<file path="src/rtl/vga_sync_gen.sv">
// -----------------------------------------------------------------------------
// vga_sync_gen
//   VGA 640x480 timing generator for the pong display path. Runs on the 100 MHz
//   system clock and advances its pixel/line counters only on cycles where the
//   1-in-4 pixel enable (pix_tick) is high.
//
// Ports
//   clk        in   system clock
//   rst        in   asynchronous reset, active low
//   pix_tick   in   pixel enable, one clk wide
//   hsync      out  horizontal sync, active level = SYNC_POL
//   vsync      out  vertical sync, active level = SYNC_POL
//   video_on   out  1 while the current pixel is inside the visible area
//   pixel_x    out  horizontal count, 0..H_TOTAL-1
//   pixel_y    out  vertical count, 0..V_TOTAL-1
//   line_end   out  combinational strobe on the last tick of each line
//   frame_end  out  combinational strobe on the last tick of each frame
//
// Build option
//   VGA_SYNC_OUTREG_EN : register hsync/vsync/video_on (1 clk behind pixel_x/y,
//                        video_on resets to 0). Undefined: combinational decode.
// -----------------------------------------------------------------------------
module vga_sync_gen #(
  parameter int unsigned H_DISPLAY = 640,
  parameter int unsigned H_FRONT   = 16,
  parameter int unsigned H_SYNC    = 96,
  parameter int unsigned H_BACK    = 48,
  parameter int unsigned V_DISPLAY = 480,
  parameter int unsigned V_FRONT   = 10,
  parameter int unsigned V_SYNC    = 2,
  parameter int unsigned V_BACK    = 33,
  parameter bit          SYNC_POL  = 1'b0
) (
  input  logic       clk,
  input  logic       rst,
  input  logic       pix_tick,
  output logic       hsync,
  output logic       vsync,
  output logic       video_on,
  output logic [9:0] pixel_x,
  output logic [9:0] pixel_y,
  output logic       line_end,
  output logic       frame_end
);

  localparam int unsigned H_TOTAL = H_DISPLAY + H_FRONT + H_SYNC + H_BACK;
  localparam int unsigned V_TOTAL = V_DISPLAY + V_FRONT + V_SYNC + V_BACK;
  localparam int unsigned CNT_W   = 10;

  localparam logic [CNT_W-1:0] H_LAST     = CNT_W'(H_TOTAL - 1);
  localparam logic [CNT_W-1:0] V_LAST     = CNT_W'(V_TOTAL - 1);
  localparam logic [CNT_W-1:0] H_VIS      = CNT_W'(H_DISPLAY);
  localparam logic [CNT_W-1:0] V_VIS      = CNT_W'(V_DISPLAY);
  localparam logic [CNT_W-1:0] HS_FIRST   = CNT_W'(H_DISPLAY + H_FRONT);
  localparam logic [CNT_W-1:0] HS_LAST    = CNT_W'(H_DISPLAY + H_FRONT + H_SYNC - 1);
  localparam logic [CNT_W-1:0] VS_FIRST   = CNT_W'(V_DISPLAY + V_FRONT);
  localparam logic [CNT_W-1:0] VS_LAST    = CNT_W'(V_DISPLAY + V_FRONT + V_SYNC - 1);
  localparam logic             SYNC_IDLE  = ~SYNC_POL;

  logic [CNT_W-1:0] h_cnt;
  logic [CNT_W-1:0] v_cnt;
  logic             h_last;
  logic             v_last;
  logic             hs_act_c;
  logic             vs_act_c;
  logic             vis_c;

  assign h_last = (h_cnt == H_LAST);
  assign v_last = (v_cnt == V_LAST);

  // Pixel/line counters; everything holds on cycles without a tick.
  always_ff @(posedge clk or negedge rst) begin
    if (!rst) begin
      h_cnt <= '0;
      v_cnt <= '0;
    end else if (pix_tick) begin
      if (h_last) begin
        h_cnt <= '0;
        if (v_last) begin
          v_cnt <= '0;
        end else begin
          v_cnt <= v_cnt + CNT_W'(1);
        end
      end else begin
        h_cnt <= h_cnt + CNT_W'(1);
      end
    end
  end

  // Timing decode from the live counter values.
  always_comb begin
    hs_act_c = (h_cnt >= HS_FIRST) && (h_cnt <= HS_LAST);
    vs_act_c = (v_cnt >= VS_FIRST) && (v_cnt <= VS_LAST);
    vis_c    = (h_cnt < H_VIS) && (v_cnt < V_VIS);
  end

  assign pixel_x = h_cnt;
  assign pixel_y = v_cnt;

  // Strobes are gated by rst so nothing escapes while reset is held.
  assign line_end  = rst && pix_tick && h_last;
  assign frame_end = line_end && v_last;

`ifdef VGA_SYNC_OUTREG_EN
  // Registered pin drive: updates every clk, one clk behind the counters.
  always_ff @(posedge clk or negedge rst) begin
    if (!rst) begin
      hsync    <= SYNC_IDLE;
      vsync    <= SYNC_IDLE;
      video_on <= 1'b0;
    end else begin
      hsync    <= hs_act_c ? SYNC_POL : SYNC_IDLE;
      vsync    <= vs_act_c ? SYNC_POL : SYNC_IDLE;
      video_on <= vis_c;
    end
  end
`else
  assign hsync    = hs_act_c ? SYNC_POL : SYNC_IDLE;
  assign vsync    = vs_act_c ? SYNC_POL : SYNC_IDLE;
  assign video_on = vis_c;
`endif

endmodule

</file>
<file path="config.mk">
export PLATFORM = sky130hd
export DESIGN_NAME = vga_sync_gen
export DESIGN_NICKNAME = d
export VERILOG_FILES = /design/src/rtl/vga_sync_gen.sv
export SDC_FILE = /design/constraint.sdc
export NUM_CORES = 1
export LEC_CHECK = 0
export ABC_AREA = 1
export ABC_CLOCK_PERIOD_IN_PS = 1600
export BUFFER_PORTS_ARGS = -buffer_cell sky130_fd_sc_hd__buf_2
export CELL_PAD_IN_SITES_DETAIL_PLACEMENT = 1
export CELL_PAD_IN_SITES_GLOBAL_PLACEMENT = 1
export CORE_MARGIN = 2
export CORE_UTILIZATION = 38
export CTS_CLUSTER_SIZE = 30
export DETAILED_ROUTE_END_ITERATION = 10
export GPL_TIMING_DRIVEN = 0
export PLACE_DENSITY = 0.86
export SYNTH_ARGS = -nofsm -noshare
export SYNTH_HDL_FRONTEND = slang
export SYNTH_SLANG_ARGS = --single-unit
</file>
<file path="constraint.sdc">
create_clock -name clk -period 1.6 [get_ports clk]
set_clock_uncertainty 0.05 [all_clocks]
set_input_delay 0.48 -clock clk [delete_from_list [all_inputs] [get_ports clk]]
set_output_delay 0.48 -clock clk [all_outputs]
set_load 0.01 [all_outputs]
</file>
==> results.py <==
metrics = {
    "sta": {
        "worstMarginPinSlew_ns": 0.481,
        "fmaxAchievable_mhz": 452,
        "finalCritPeriodShare": 1.38,
        "post-route-min-period_ns": 2.21,
        "rsz0062_at_grt": "true",
        "drv_slew": 0,
        "relSlewSlack": 0.679,
        "timing.final.hold_violations": 0,
        "setup_violations": 20,
        "fin_ws_ns": -0.610,
    },
    "pwr": {
        "p_seq_frac": 0.363,
        "switching_share": 0.452,
        "switchingPower_uw": 953,
        "p_leak_nw": 0.963,
        "vdd_drop_max_mv": 0.733,
        "power_density_mw_per_mm2": 1070,
        "power.internal_mw": 1.16,
        "total_power_mw": 2.11,
        "power_frac_clock": 0.122,
        "pwr-share-comb": 0.515,
    },
    "finish": {
        "n_fill_cell": 429,
        "multi_input_area_um2": 808,
        "finish.instance_area_mm2": 0.00197,
        "drive_above_1_share": 0.456,
        "diodes": 0,
        "regArea_um2": 512,
        "fin_nets": 251,
        "syn2layout_area_growth_pct": 50.7,
    },
    "clock_tree": {
        "path_clk_slew_ns": 0.12,
        "cts_buffers": 3,
        "cts_sinks": 20,
        "cts_max_path_buffers": 2,
        "insertion_delay_ns": 0.32,
        "tritoncts": "done",
        "postCtsHoldBufs": 0,
        "cts_max_level": 1,
        "clockRootBuffer": "clkbuf_4",
    },
    "critical_path": {
        "crit_arrival_ns": 1.68,
        "setup.worst_path.class": "register to output pin",
        "critPathCaptureType": "output pin",
        "r2r_start": "pixel_y[1]",
        "worstRegToRegCells": 10,
        "critPathRequiredTime_ns": 1.07,
        "start_kind": "register",
        "r2r_end": "pixel_y[4]",
        "slowest_delay_ns": 0.41,
        "crit_fanout": 3,
        "r2r_setup_slack_ns": -0.17,
        "crit_family": "simple AND/OR/NAND/NOR gates",
        "crit_buf_inv": 2,
        "path_cells": "ha_4 > inv_2 > nor3_2 > nand4_1 > nor2_1 > buf_2",
        "crit_slowest_cell": "dfrtp_1",
    },
    "synthesis": {
        "ys_ff_latch": 20,
        "syn_inst": 184,
        "synth_fp_nets": 192,
        "synth_top_area_frac": 0.383,
        "synth_area_leader_cell": "dfrtp_1",
        "yosysUniqueCellTypes": 24,
        "ys_seq_area_frac": 0.383,
        "synth.cell_area_mm2": 0.00131,
        "synth_top_cells_by_area": "dfrtp_1, nand2_1, inv_1",
        "yosysWarnings": 0,
        "syn_area_per_cell_um2": 7.11,
    },
    "route": {
        "first_iter_violations": 118,
        "num_vias": 1523,
        "wl_mm": 5.17,
        "wl_per_cell_um": 18.0,
        "final_antenna_net_count": 0,
        "drc": 0,
        "vias_per_cell": 5.31,
        "first_pass_iters": 4,
    },
    "global_route": {
        "grt-ovfl-total": 0,
        "grt_max_degree": 22,
        "antenna_found_initial": 0,
        "grt_first_pass_wirelength_mm": 6.57,
        "grt_use_total": 0.214,
        "grt_pass1_vias": 1350,
    },
    "placement": {
        "place_congestion": 0.907,
        "numPortBuffers": 26,
        "detailed_place_hpwl_mm": 2.66,
        "placed_cell_area_mm2": 0.00151,
    },
    "flow_run": {
        "maxCapViolCount": 0,
    },
    "status": {
        "status": "finished with violations",
        "violations": "negative setup slack",
    },
    "die": {
        "die_h_um": 62.7,
        "num_rows": 21,
        "die_x_um": 62.7,
        "coreArea_mm2": 0.00331,
        "num_io_pins": 28,
        "die-area_mm2": 0.00393,
        "start_util": 0.395,
    },
    "worst_hold_path": {
        "min_path_type": "input pin to async pin",
    },
}
-- layout make-up --
| class | count | share of cell area |
|---|---|---|
| well taps | 46 | 0.0292 |
| plain buffers | 3 | 0.0152 |
| inverters | 34 | 0.0673 |
| repair buffers | 54 | 0.207 |
| flip-flops and latches | 20 | 0.260 |
| clock buffers | 3 | 0.0114 |
| multi-input cells | 127 | 0.410 |
-- routing by layer --
metal	vias up	global-route usage	part of all wire
li1	709	-	-
met1	745	0.304	0.43
met2	58	0.337	0.49
met3	11	0.0162	0.045
met4	0	0.0861	0.029
met5	-	0	0
-- registers in the layout, summed over array words and instances, names as in the netlist --
name / cells
pixel_x: 10
pixel_y: 10
-- logic make-up (layout without fill, tap and decap cells) --
group                      after synthesis  count (layout)  synth area share
and+or+nand+nor                        102             102             0.365
adders and majority gates                5               5            0.0478
AOI/OAI and AO/OA                       17              17            0.0670
buffers and inverters                   37              94             0.118
DFF                                     20              20             0.383
xor gates and xnor gates                 3               3            0.0201
-- power by group through the flow --
| stage | clock (mW) | sequential [mW] | combinational (mW) |
|---|---|---|---|
| 6_report | 0.258 | 0.765 | 1.09 |
| 5_1_grt | 0.288 | 0.781 | 1.20 |
| 4_1_cts | 0.265 | 0.754 | 0.939 |
| 3_5_place_dp | 0 | 0.775 | 0.710 |
| 3_3_place_gp | 0 | 0.768 | 0.686 |
| 2_1_floorplan | 0 | 0.800 | 0.412 |
-- synth_stat cells --
cell / n
or2_2: 2
nand4_1: 10
o211ai_1: 1
inv_1: 32
nand2_1: 43
xnor2_1: 1
nor3_1: 6
o21ai_1: 7
nor2_4: 1
buf_6: 1
buf_4: 2
xor2_1: 2
nand3b_1: 1
nor2_1: 16
nand3_2: 1
a21oi_1: 3
nand3_1: 16
nor2_2: 3
nor4_1: 2
nor3_2: 1
inv_2: 2
o21ai_0: 6
dfrtp_1: 20
ha_1: 5
-- per-stage QoR --
step	setup WS [ns]	hold slack (ns)	cells	utilization	TNS [ns]
floorplan	-0.120	0.134	184	-	-0.178
global placement	-0.294	0.421	256	0.455	-0.671
detailed placement	-0.296	0.423	256	0.455	-0.675
CTS	-0.485	0.0658	274	0.529	-1.98
global route	-0.720	0.0737	287	0.595	-4.72
finish	-0.610	0.0448	287	0.595	-3.32
-- worst max-delay path by stage --
stage | to | from | depth (start not counted) | slack, ns
4_1_cts | frame_end | pixel_x[1] | 6 | -0.48
5_1_grt | line_end | pixel_x[1] | 6 | -0.72
6_report | line_end | pixel_x[1] | 6 | -0.61
3_3_place_gp | frame_end | pixel_x[1] | 6 | -0.29
3_5_place_dp | frame_end | pixel_x[0] | 6 | -0.30
2_1_floorplan | frame_end | pixel_x[0] | 5 | -0.12
-- placed cells by master, fill, tap and decap left out, types with 2 or more instances in the layout --
master    instances
a21oi_1           3
buf_2            23
buf_4            16
buf_6            18
clkbuf_4          3
dfrtp_1          11
dfrtp_2           9
ha_4              3
inv_1            26
inv_2             6
inv_4             2
nand2_1          40
nand2_2           3
nand3_1          11
nand3_2           5
nand4_1          10
nor2_1           11
nor2_2            6
nor2_4            3
nor3_1            2
nor3_2            4
nor4_2            2
o21ai_0           4
o21ai_1           8
xor2_1            2
-- timing repair --
action	in CTS	in global routing
gates cloned	0	1
endpoints found under the hold margin	0	0
gates resized for setup	30	37
pin swaps	6	13
buffers inserted	15	14
setup endpoints to repair	9	22
(Power assumes the default switching activity.)
